==> config.mk <==
export PLATFORM = sky130hd
export DESIGN_NAME = leg_opcode_encoder
export DESIGN_NICKNAME = d
export VERILOG_FILES = /design/src/rtl/leg_pkg.sv /design/src/rtl/leg_mode_encoder.sv /design/src/rtl/leg_opcode_encoder.sv
export SDC_FILE = /design/constraint.sdc
export NUM_CORES = 1
export LEC_CHECK = 0
export BUFFER_PORTS_ARGS = -buffer_cell sky130_fd_sc_hd__buf_4
export CAP_MARGIN = 20
export CELL_PAD_IN_SITES_DETAIL_PLACEMENT = 0
export CELL_PAD_IN_SITES_GLOBAL_PLACEMENT = 1
export CORE_MARGIN = 2
export CORE_UTILIZATION = 34
export DETAILED_ROUTE_END_ITERATION = 10
export HOLD_SLACK_MARGIN = 0.15
export PLACE_DENSITY = 0.81
export RECOVER_POWER = 25
export REMOVE_ABC_BUFFERS = 1
export SLEW_MARGIN = 15
export SYNTH_ARGS = -nofsm -noshare
export SYNTH_HDL_FRONTEND = slang
export SYNTH_SLANG_ARGS = --single-unit
==> constraint.sdc <==
create_clock -name clk -period 1.6 [get_ports clk]
set_clock_uncertainty 0.05 [all_clocks]
set_input_delay 0.24 -clock clk [delete_from_list [all_inputs] [get_ports clk]]
set_output_delay 0.24 -clock clk [all_outputs]
set_load 0.005 [all_outputs]
==> src/rtl/leg_pkg.sv <==
// Shared definitions for LEG instruction-word builders: mode codes, word size, byte index.
package leg_pkg;

  // opcode[7:6] codes selected by the one-hot mode select
  localparam logic [1:0] MODE_NONE = 2'b00;
  localparam logic [1:0] MODE_1    = 2'b01;
  localparam logic [1:0] MODE_2    = 2'b10;
  localparam logic [1:0] MODE_3    = 2'b11;

  localparam int unsigned LEG_WORD_BYTES = 4;

  // Byte position within the LEG word {opcode, arg1, arg2, dest}
  typedef enum logic [1:0] {
    ByteOp   = 2'd0,
    ByteArg1 = 2'd1,
    ByteArg2 = 2'd2,
    ByteDest = 2'd3
  } byte_idx_e;

  typedef enum logic {
    StIdle,
    StEmit
  } enc_state_e;

  // Assemble the opcode byte from the mode code and the pass-through low bits
  function automatic logic [7:0] pack_opcode(input logic [1:0] mode, input logic [5:0] op_lo);
    return {mode, op_lo};
  endfunction

endpackage

==> src/rtl/leg_mode_encoder.sv <==
// One-hot mode select to 2-bit opcode mode code; highest set bit wins and multi-hot is flagged.
module leg_mode_encoder
  import leg_pkg::*;
(
  input  logic [2:0] mode_sel,
  output logic [1:0] mode_code,
  output logic       multi_hot
);

  // Priority encode so a permissive caller gets a deterministic code on multi-hot input
  always_comb begin
    mode_code = MODE_NONE;
    if (mode_sel[2]) begin
      mode_code = MODE_3;
    end else if (mode_sel[1]) begin
      mode_code = MODE_2;
    end else if (mode_sel[0]) begin
      mode_code = MODE_1;
    end
    multi_hot = (mode_sel[0] & mode_sel[1]) | (mode_sel[0] & mode_sel[2]) |
                (mode_sel[1] & mode_sel[2]);
  end

endmodule

==> src/rtl/leg_opcode_encoder.sv <==
// Packs one LEG command into {opcode, arg1, arg2, dest} and streams it byte-serially to
// program RAM at an auto-incrementing, wrapping write pointer.
module leg_opcode_encoder
  import leg_pkg::*;
#(
  parameter int unsigned       ADDR_W    = 8,
  parameter logic [ADDR_W-1:0] BASE_ADDR = '0,
  parameter bit                STRICT_OH = 1'b1
) (
  input  logic              clk,
  input  logic              rst,
  input  logic              cmd_valid,
  output logic              cmd_ready,
  input  logic [2:0]        mode_sel,
  input  logic [5:0]        op_lo,
  input  logic [7:0]        arg1,
  input  logic [7:0]        arg2,
  input  logic [7:0]        dest,
  input  logic              ptr_load,
  input  logic [ADDR_W-1:0] ptr_val,
  output logic              mem_we,
  input  logic              mem_ready,
  output logic [ADDR_W-1:0] mem_addr,
  output logic [7:0]        mem_data,
  output logic [ADDR_W-1:0] wr_ptr,
  output logic              done,
  output logic              err
);

  enc_state_e                         state_q, state_d;
  byte_idx_e                          idx_q;
  logic [LEG_WORD_BYTES-1:0][7:0]     word_q;
  logic [ADDR_W-1:0]                  wr_ptr_q;
  logic                               started_q;
  logic                               done_q;
  logic                               err_q;

  logic [1:0] mode_code;
  logic       multi_hot;
  logic       handshake;
  logic       reject;
  logic       accept;
  logic       byte_xfer;
  logic       last_xfer;

  leg_mode_encoder u_mode_enc (
    .mode_sel  (mode_sel),
    .mode_code (mode_code),
    .multi_hot (multi_hot)
  );

  // Command and memory-transfer qualifiers
  always_comb begin
    handshake = cmd_valid & cmd_ready;
    reject    = handshake & STRICT_OH & multi_hot;
    accept    = handshake & ~reject;
    byte_xfer = (state_q == StEmit) & mem_ready;
    last_xfer = byte_xfer & (idx_q == ByteDest);
  end

  // State register
  always_ff @(posedge clk or negedge rst) begin
    if (!rst) begin
      state_q <= StIdle;
    end else begin
      state_q <= state_d;
    end
  end

  // Next-state logic
  always_comb begin
    state_d = state_q;
    unique case (state_q)
      StIdle: if (accept)    state_d = StEmit;
      StEmit: if (last_xfer) state_d = StIdle;
      default:               state_d = StIdle;
    endcase
  end

  // Outputs; cmd_ready stays low for the first cycle out of reset and whenever a pointer load
  // is requested, so a load always wins over a simultaneous command
  always_comb begin
    cmd_ready = (state_q == StIdle) & started_q & ~ptr_load;
    mem_we    = (state_q == StEmit);
    mem_addr  = wr_ptr_q;
    mem_data  = mem_we ? word_q[idx_q] : 8'h00;
    wr_ptr    = wr_ptr_q;
    done      = done_q;
    err       = err_q;
  end

  // Word capture, byte index, write pointer and status pulses
  always_ff @(posedge clk or negedge rst) begin
    if (!rst) begin
      started_q <= 1'b0;
      done_q    <= 1'b0;
      err_q     <= 1'b0;
      word_q    <= '0;
      idx_q     <= ByteOp;
      wr_ptr_q  <= BASE_ADDR;
    end else begin
      started_q <= 1'b1;
      done_q    <= last_xfer;
      err_q     <= reject;
      if (accept) begin
        word_q <= {dest, arg2, arg1, pack_opcode(mode_code, op_lo)};
        idx_q  <= ByteOp;
      end else if (byte_xfer) begin
        idx_q <= byte_idx_e'(idx_q + 2'd1);
      end
      if (byte_xfer) begin
        wr_ptr_q <= wr_ptr_q + ADDR_W'(1);
      end else if ((state_q == StIdle) && ptr_load) begin
        wr_ptr_q <= ptr_val;
      end
    end
  end

endmodule

==> results.yml, run 1 <==
die:
  rows: 30
  ios: 74
  floorplan.die_area_um2: 7800
  floorplan.die.width_um: 88.3
  core_region_area_um2: 6830
  die_y_um: 88.3
  initial_core_util_pct: 35.4
cts:
  cts_buffers: 5
  clk_pin_slew_ns: 0.09
  worst_skew_pair.late_latency_ns: 0.30
  cts_tree: "done"
  clock_tree.buffer_depth: 2
  clk_root_buffer_cell: "sky130_fd_sc_hd__clkbuf_8"
  cts.sink_count: 46
  ctsHtreeMaxLevel: 2
placement:
  numPlacedInstances: 338
  pre_cts_ws_ns: -0.0515
  port_buffers: 73
  gp_congestion: 0.756
  dpl.hpwl_um: 3660
worst_setup_path:
  worstPathCellList: "buf_6 -> mux4_2 -> and2_4 -> buf_6"
  worstPathMaxFanout: 5
  critical_path_required_ns: 1.31
  cp.buffers_inverters: 2
  crit_type: "reg2out"
  crit_slowest_cell: "sky130_fd_sc_hd__mux4_2"
  setup.reg_to_reg.worst_slack_ns: -0.04
  critPathTopFamily: "multiplexers"
  arrival_ns: 1.61
  worstSetupStartpointType: "flop"
  path_common_cell: "sky130_fd_sc_hd__buf_6"
  crit_path_max_incr_delay_ns: 0.50
  worstSetupEndpointType: "output pin"
timing:
  finalWorstPathRequiredPeriod_ns: 1.90
  finalMaxSlewViolations: 0
  finalSetupViolCount: 21
  finalHoldViolations: 0
  finalWorstSetupSlack_ns: -0.300
  finalCritPeriodShare_pct: 119
  slew_headroom_pct: 31.2
  rsz0062_at_grt: "yes"
  tightest_pin_transition_ns: 1.03
  max_freq_ghz: 0.526
yosys:
  synth-seq-cells: 46
  synth_edf_count: 0
  post-synth-top-area-fraction_pct: 47.6
  yosysSeqAreaShare_pct: 47.6
  post_synth_arst_share_pct: 100
  syn_avg_cell_area_um2: 13.6
  post_synth_inst_count: 178
  synthTopCellsByArea: "sky130_fd_sc_hd__dfrtp_1 48%, sky130_fd_sc_hd__mux2_4 17%, sky130_fd_sc_hd__mux4_2 7.4%, sky130_fd_sc_hd__a211oi_1 2.5%, sky130_fd_sc_hd__buf_4 2.5%"
  ys.flop_type: "sky130_fd_sc_hd__dfrtp_1"
  synthesis.area_um2: 2420
  ys_warn_count: 0
  netlist.top_cell.by_area: "sky130_fd_sc_hd__dfrtp_1"
  yosys.cell_types.count: 33
final_layout:
  post_layout_nonfiller_instances: 386
  mostFrequentLayoutCells: "74 x sky130_fd_sc_hd__buf_4, 45 x sky130_fd_sc_hd__dfrtp_1, 32 x sky130_fd_sc_hd__dlygate4sd3_1, 30 x sky130_fd_sc_hd__mux2_4, 12 x sky130_fd_sc_hd__buf_6"
  layout_commonest_cell: "sky130_fd_sc_hd__buf_4"
  fin_util_pct: 53.8
  area.sequential_um2: 1150
  areaGrowthSynthToFinish_pct: 51.9
  multi_input_area_um2: 1160
  antenna-diode-count: 0
  fin_nets: 337
  post_route_cells_drive_above_1_share_pct: 51.7
  fill_cells: 619
routing:
  detailroute.via_count: 1785
  drt_iter0_drc: 62
  drtPass1Iterations: 4
  antenna_left: 0
  route.detailed.wl_per_inst_um: 14.5
  vias_per_cell: 4.62
  finalWirelength_um: 5600
  drc: 0
pwr:
  ir_worst_vdd_mv: 0.605
  combinational_fraction_of_design_power_pct: 48.8
  pwr-share-seq_pct: 36.5
  fraction_of_power_consumed_by_the_clock_network_pct: 14.7
  leakagePower_nw: 1.67
  power-per-cell-area_nw_per_um2: 1620
  p_int_mw: 4.16
  p_switching_mw: 1.78
  p_sw_share_pct: 30.0
global_route:
  grt_max_degree: 47
  globalRouteOverflowTotal: 0
  grt_pass1_wl_um: 9180
  antenna_found_initial: 0
  grtUsageTotal_pct: 15.4
  first_global_vias: 1846
hold_path:
  timing.hold.worst.class: "in2reg"
run:
  drv_cap: 0
run_status:
  status: "finished with violations"
  failed_checks: "negative setup slack"
sequential cells by signal, summed over array words and instances, names as in the netlist:
| register | flops |
|---|---|
| done | 1 |
| err | 1 |
| idx_q | 2 |
| mem_addr | 8 |
| mem_we | 1 |
| started_q | 1 |
| word_q | 32 |
cell type report:
cell class | count | area share [%]
multi-input combinational | 111 | 31.6
clock inverter | 3 | 1.19
timing repair buffer | 124 | 30.6
tap | 96 | 3.27
clock buffer | 5 | 1.87
sequential | 46 | 31.4
inverter | 1 | 0.102
synthesized netlist by cell type (4+ instances only):
cell / instances
sky130_fd_sc_hd__a211oi_1: 8
sky130_fd_sc_hd__a21oi_1: 7
sky130_fd_sc_hd__and2_1: 8
sky130_fd_sc_hd__and2b_1: 4
sky130_fd_sc_hd__buf_4: 8
sky130_fd_sc_hd__clkbuf_1: 6
sky130_fd_sc_hd__dfrtp_1: 46
sky130_fd_sc_hd__mux2_4: 27
sky130_fd_sc_hd__mux4_2: 8
sky130_fd_sc_hd__nand2_1: 5
sky130_fd_sc_hd__nand4_1: 4
sky130_fd_sc_hd__nor2b_1: 4
sky130_fd_sc_hd__xor2_1: 5
power groups by stage:
stage	combinational (mW)	sequential [mW]	clock, mW
3_5_place_dp	2.54	2.19	0
3_3_place_gp	2.48	2.15	0
6_report	2.90	2.17	0.877
4_1_cts	2.88	2.18	0.909
5_1_grt	3.17	2.26	0.959
2_1_floorplan	1.39	2.20	0
timing repair:
| item | 4_1_cts | 5_1_grt |
|---|---|---|
| setup buffers | 7 | 1 |
| setup endpoints to repair | 39 | 39 |
| pin swaps | 3 | 1 |
| cloned | 2 | 0 |
| endpoints found under the hold margin | 77 | 0 |
| hold buffers | 32 | 0 |
| gates resized for setup | 23 | 6 |
kinds of logic (layout without fill, tap and decap cells):
logic type	after synthesis	count (layout)	share of synthesized area (%)
fa+ha+maj	2	2	1.03
simple gates	38	38	9.93
other cells	1	1	0.155
xor+xnor	5	5	1.81
mux	40	40	26.4
flops	46	46	47.6
buf+inv	21	133	6.16
compound gates	25	25	6.88
metrics by stage:
stage	power, mW	hold slack (ns)	instance area, um2	setup TNS (ns)
2_1_floorplan	3.59	-0.106	2270	-37.65
6_report	5.95	0.155	3670	-2.75
3_3_place_gp	4.63	0.227	3050	0
4_1_cts	5.96	0.151	3690	-3.76
5_1_grt	6.39	0.159	3670	-3.93
3_5_place_dp	4.73	0.236	3050	-0.280
routing by layer:
layer / global-route usage [%] / part of all wire, %
met5: 0 / 0
met4: 3.31 / 0.82
met3: 3.73 / 4.8
met2: 26.8 / 51
met1: 19.6 / 43
final timing paths:
kind | endpoint | cells past startpoint | from
hold reg to reg | word_q[6]$_DFFE_PN0P_ | 1 | word_q[6]$_DFFE_PN0P_
max in group asynchronous | idx_q[1]$_DFFE_PN0P_ | 2 | rst
hold / removal | word_q[7]$_DFFE_PN0P_ | 2 | mode_sel[1]
setup reg to reg | word_q[31]$_DFFE_PN0P_ | 5 | mem_we$_DFF_PN0_
setup / recovery | mem_data[0] | 4 | idx_q[0]$_DFFE_PN0P_
min in group asynchronous | word_q[9]$_DFFE_PN0P_ | 2 | rst
Note: power is estimated with default switching activity, not from simulation.
==> inputs of run 2 (changes only) <==
==> constraint.sdc (replaced) <==
create_clock -name clk -period 1.6 [get_ports clk]
set_clock_uncertainty 0.05 [all_clocks]
set_input_delay 0.4 -clock clk [delete_from_list [all_inputs] [get_ports clk]]
set_output_delay 0.4 -clock clk [all_outputs]
set_load 0.005 [all_outputs]
==> run 2 against run 1 <==
Compared with the run above: the run still ends with negative setup slack left; flip-flop and latch count unchanged; first-iteration DRC count increased by 26%; design area decreased by 6.1%; hold slack improved by 0.12 ns; final cell count decreased by 6.7%; non-clock buffer count decreased by 26; routed wire length decreased by 2.4%; critical path depth unchanged; sequential power increased by 3%; fmax decreased by 8.1%; count of clock-buffer cells in the layout increased by 1; die area unchanged; critical endpoint is now mem_data[2].
==> results.yml, run 2 (same netlist as run 1, synthesis figures left out) <==
worst_setup_path:
  critPathTopFamily: "multiplexers"
  cp.buffers_inverters: 2
  critical_path_required_ns: 1.15
  worstPathCellList: "buf_12 -> mux4_2 -> and2_4 -> buf_6"
  worstPathMaxFanout: 6
  worstSetupStartpointType: "flop"
  crit_slowest_cell: "sky130_fd_sc_hd__mux4_2"
  arrival_ns: 1.62
  worstSetupEndpointType: "output pin"
  crit_type: "reg2out"
  crit_path_max_incr_delay_ns: 0.50
pwr:
  p_switching_mw: 1.81
  p_sw_share_pct: 30.4
  combinational_fraction_of_design_power_pct: 50.8
  ir_worst_vdd_mv: 0.672
  leakagePower_nw: 1.58
  pwr-share-seq_pct: 37.5
  p_int_mw: 4.15
  report.power.total_mw: 5.96
  fraction_of_power_consumed_by_the_clock_network_pct: 11.7
  power-per-cell-area_nw_per_um2: 1730
die:
  rows: 30
  initial_core_util_pct: 35.4
  floorplan.die.width_um: 88.3
  ios: 74
  core_region_area_um2: 6830
  floorplan.die_area_um2: 7800
  die_y_um: 88.3
final_layout:
  mostFrequentLayoutCells: "75 x sky130_fd_sc_hd__buf_4, 45 x sky130_fd_sc_hd__dfrtp_1, 30 x sky130_fd_sc_hd__mux2_4, 11 x sky130_fd_sc_hd__buf_6"
  fill_cells: 643
  post_route_cells_drive_above_1_share_pct: 58.7
  post-route-cell-area_um2: 3450
  antenna-diode-count: 0
  layout_commonest_cell: "sky130_fd_sc_hd__buf_4"
  largest_register: "word_q"
  largest_register_ffs: 32
  multi_input_area_um2: 1160
  area.sequential_um2: 1150
  areaGrowthSynthToFinish_pct: 42.6
  fin_nets: 311
cts:
  cts_tree: "done"
  cts_buffers: 5
  clock_tree.buffer_depth: 2
  cts.sink_count: 46
  clk_root_buffer_cell: "sky130_fd_sc_hd__clkbuf_8"
  ctsHtreeMaxLevel: 2
  worst_skew_pair.late_latency_ns: 0.29
  clk_pin_slew_ns: 0.09
timing:
  finalSetupViolCount: 39
  tightest_pin_transition_ns: 0.623
  rsz0062_at_grt: "yes"
  slew_headroom_pct: 58.5
  finalWorstPathRequiredPeriod_ns: 2.07
  max_freq_ghz: 0.484
  finalHoldViolations: 0
  finalMaxSlewViolations: 0
  finalCritPeriodShare_pct: 129
  finalWorstSetupSlack_ns: -0.467
global_route:
  grtUsageTotal_pct: 15.0
  grt_max_degree: 47
  globalRouteOverflowTotal: 0
  antenna_found_initial: 0
  first_global_vias: 1761
  grt_pass1_wl_um: 8860
run_status:
  status: "finished with violations"
  failed_checks: "negative setup slack"
routing:
  route.detailed.wl_per_inst_um: 15.2
  drc: 0
  antenna_left: 0
  detailroute.via_count: 1693
  finalWirelength_um: 5470
  drtPass1Iterations: 4
  vias_per_cell: 4.70
  drt_iter0_drc: 78
placement:
  port_buffers: 73
  gp_congestion: 0.699
  dpl.hpwl_um: 3740
  pre_cts_ws_ns: -0.172
  placement.cell_area_um2: 3080
run:
  drv_cap: 0
hold_path:
  timing.hold.worst.class: "in2reg"
[run 2: timing repair]
item	CTS	global route
gates resized for setup	22	14
setup endpoints to repair	39	39
hold buffers	1	0
buffers inserted	5	2
gates cloned	4	0
pin swaps	7	2
endpoints found under the hold margin	46	0
[run 2: layer usage]
| layer | vias to the layer above | global-route usage, % | wire length [um] |
|---|---|---|---|
| met5 | - | 0 | 0 |
| met4 | 0 | 4.41 | 63 |
| met3 | 9 | 3.82 | 281 |
| met2 | 43 | 24.8 | 2680 |
| met1 | 834 | 19.4 | 2440 |
| li1 | 807 | - | - |
[run 2: final timing paths]
kind | startpoint | end | slack, ns | cells past startpoint
max | idx_q[0]$_DFFE_PN0P_ | mem_data[2] | -0.47 | 4
min | dest[7] | word_q[31]$_DFFE_PN0P_ | 0.27 | 2
max reg2reg | mem_we$_DFF_PN0_ | word_q[3]$_DFFE_PN0P_ | -0.10 | 5
min reg2reg | word_q[6]$_DFFE_PN0P_ | word_q[6]$_DFFE_PN0P_ | 0.46 | 1
max in group asynchronous | rst | mem_we$_DFF_PN0_ | 0.41 | 2
min in group asynchronous | rst | word_q[9]$_DFFE_PN0P_ | 0.64 | 2
[run 2: metrics by stage]
step                      TNS [ns]  util (%)  std cells  hold slack, ns
after CTS                    -6.32      50.0        359           0.268
after detailed placement     -4.76      45.1        341           0.396
after global routing         -8.13      50.5        360           0.257
after floorplan             -38.93         -        158          0.0544
final                        -5.66      50.5        360           0.274
after global placement       -4.48      45.1        341           0.390
[run 2: final cells by class]
cell class | count | area share [%]
Multi-Input combinational cell | 111 | 33.8
Sequential cell | 46 | 33.4
Timing Repair Buffer | 98 | 26.7
Tap cell | 96 | 3.48
Clock buffer | 6 | 2.10
Clock inverter | 2 | 0.399
Inverter | 1 | 0.109
[run 2: power by group through the flow]
stage | Combinational [mW] | Sequential, mW | Clock [mW]
global placement | 2.49 | 2.19 | 0
finish | 3.03 | 2.23 | 0.699
detailed placement | 2.55 | 2.22 | 0
global route | 3.27 | 2.32 | 0.795
floorplan | 1.39 | 2.20 | 0
CTS | 2.98 | 2.24 | 0.725
==> inputs of run 3 (changes only) <==
--- a/config.mk
+++ b/config.mk
@@ -11,6 +11,7 @@
 export CELL_PAD_IN_SITES_GLOBAL_PLACEMENT = 1
 export CORE_MARGIN = 2
 export CORE_UTILIZATION = 34
+export CTS_BUF_LIST = sky130_fd_sc_hd__clkbuf_8
 export DETAILED_ROUTE_END_ITERATION = 10
 export HOLD_SLACK_MARGIN = 0.15
 export PLACE_DENSITY = 0.81
==> constraint.sdc (replaced) <==
create_clock -name clk -period 1.68 [get_ports clk]
set_clock_uncertainty 0.05 [all_clocks]
set_input_delay 0.42 -clock clk [delete_from_list [all_inputs] [get_ports clk]]
set_output_delay 0.42 -clock clk [all_outputs]
set_load 0.005 [all_outputs]
==> run 3 against run 2 <==
Compared with the run above: the flow still finishes with violations (negative setup slack); flip-flop and latch count unchanged; routed wire length fell by 3.8%; non-clock buffer count down 7; combinational power decreased by 5%; via count down 1.7%; total power shrank 1.9%; sequential power is 4% lower; design area decreased by 1.6%; register-to-register slack gained 0.12 ns; global-route usage decreased by 0.84 points; final cell count fell by 1.9%.
==> results.yml, run 3 (same netlist as run 1, synthesis figures left out) <==
worst_setup_path:
  worstSetupEndpointType: "output pin"
  arrival_ns: 1.61
  worstPathMaxFanout: 6
  worstSetupStartpointType: "flop"
  critical_path_required_ns: 1.21
  crit_path_max_incr_delay_ns: 0.49
  worstPathCellList: "buf_12 -> mux4_2 -> and2_4 -> buf_6"
  crit_type: "reg2out"
  crit_slowest_cell: "sky130_fd_sc_hd__mux4_2"
final_layout:
  areaGrowthSynthToFinish_pct: 40.4
  post_route_cells_drive_above_1_share_pct: 57.6
  mostFrequentLayoutCells: "71 x sky130_fd_sc_hd__buf_4, 45 x sky130_fd_sc_hd__dfrtp_1, 30 x sky130_fd_sc_hd__mux2_4, 10 x sky130_fd_sc_hd__buf_6"
  fill_cells: 621
  layout_commonest_cell: "sky130_fd_sc_hd__buf_4"
  antenna-diode-count: 0
  largest_register: "word_q"
  largest_register_ffs: 32
  post_layout_nonfiller_instances: 353
  fin_nets: 304
die:
  initial_core_util_pct: 35.4
  floorplan.die_area_um2: 7800
  core_region_area_um2: 6830
  die_y_um: 88.3
  ios: 74
  rows: 30
  floorplan.die.width_um: 88.3
timing:
  finalWorstSetupSlack_ns: -0.396
  finalSetupViolCount: 8
  finalSetupTns_ns: -3.08
  finalMaxSlewViolations: 0
  finalHoldViolations: 0
  max_freq_ghz: 0.482
  rsz0062_at_grt: "yes"
  tightest_pin_transition_ns: 0.628
  slew_headroom_pct: 58.2
  finalCritPeriodShare_pct: 124
  finalWorstPathRequiredPeriod_ns: 2.08
cts:
  cts.sink_count: 46
  clock_tree.buffer_depth: 2
  worst_skew_pair.late_latency_ns: 0.30
  cts_buffers: 5
  ctsHtreeMaxLevel: 2
  clk_pin_slew_ns: 0.10
  cts_tree: "done"
  clk_root_buffer_cell: "sky130_fd_sc_hd__clkbuf_8"
routing:
  finalWirelength_um: 5260
  vias_per_cell: 4.72
  drc: 0
  antenna_left: 0
  drt_iter0_drc: 82
  drtPass1Iterations: 4
  detailroute.via_count: 1665
  route.detailed.wl_per_inst_um: 14.9
placement:
  numPlacedInstances: 338
  dpl.hpwl_um: 3580
  port_buffers: 73
  gp_congestion: 0.766
global_route:
  grtUsageTotal_pct: 14.1
  antenna_found_initial: 0
  globalRouteOverflowTotal: 0
  grt_max_degree: 47
  first_global_vias: 1713
  grt_pass1_wl_um: 8450
pwr:
  ir_worst_vdd_mv: 0.569
  leakagePower_nw: 1.55
  power-per-cell-area_nw_per_um2: 1720
run:
  drv_cap: 0
hold_path:
  timing.hold.worst.class: "in2reg"
run_status:
  status: "finished with violations"
  failed_checks: "negative setup slack"
## run 3: cell types whose count changed in the layout (fill, tap and decap cells not counted), moves of 2 or more
cell                        change
sky130_fd_sc_hd__buf_4          -4
sky130_fd_sc_hd__buf_8          -2
sky130_fd_sc_hd__buf_16         -2
sky130_fd_sc_hd__clkbuf_16      +2
## run 3: area by class of cell
| class | instances | area, um2 | share of cell area [%] |
|---|---|---|---|
| multi-input combinational | 111 | 1160 | 34.2 |
| sequential | 46 | 1150 | 33.9 |
| timing repair buffer | 91 | 846 | 24.9 |
| tap | 96 | 120 | 3.54 |
| clock buffer | 5 | 68.8 | 2.03 |
| clock inverter | 3 | 43.8 | 1.29 |
| inverter | 1 | 3.75 | 0.111 |
## run 3: worst max-delay path: cells and delay by family, from the launching register on
kind | cells | cell delay [ns]
flops | 1 | 0.42
simple gates | 1 | 0.15
buf+inv | 2 | 0.25
mux | 1 | 0.49
## run 3: layer usage
metal | GRT usage [%] | part of all wire, % | up-vias
li1 | - | - | 791
met1 | 19.0 | 45 | 816
met2 | 22.6 | 48 | 51
met3 | 3.92 | 5.6 | 7
met4 | 3.86 | 1.3 | 0
met5 | 0 | 0 | -
## run 3: where the power goes
part / total [mW] / switching, mW / internal [mW] / leakage [nW]
Clock: 0.846 / 0.399 / 0.446 / 0.0585
Combinational: 2.87 / 0.841 / 2.03 / 0.948
Sequential: 2.13 / 0.488 / 1.64 / 0.548
## run 3: path summary, 6_finish.rpt
check	endpoint	startpoint	slack [ns]	cells after the start
max in group asynchronous	idx_q[1]$_DFFE_PN0P_	rst	0.47	2
min reg2reg	word_q[6]$_DFFE_PN0P_	word_q[6]$_DFFE_PN0P_	0.46	1
max reg2reg	word_q[1]$_DFFE_PN0P_	mem_we$_DFF_PN0_	0.02	4
min in group asynchronous	word_q[9]$_DFFE_PN0P_	rst	0.65	2
max	mem_data[2]	idx_q[0]$_DFFE_PN0P_	-0.40	4
min	word_q[8]$_DFFE_PN0P_	arg1[0]	0.29	2
## run 3: timing repair
action	in CTS	in global routing
hold buffers	1	0
cloned	1	2
pin swaps	8	1
endpoints found under the setup margin	9	12
resized for setup	23	5
hold endpoints to repair	46	0
setup buffers	2	1
## run 3: stage by stage
step	total power, mW	hold WS (ns)	utilization [%]	setup slack, ns	area (um2)
CTS	5.77	0.281	48.5	-0.418	3310
finish	5.85	0.289	49.7	-0.396	3400
global placement	4.45	0.410	44.8	-0.105	3060
global route	6.29	0.278	49.7	-0.470	3400
floorplan	3.42	0.0744	-	-1.15	2270
detailed placement	4.51	0.413	44.8	-0.115	3060
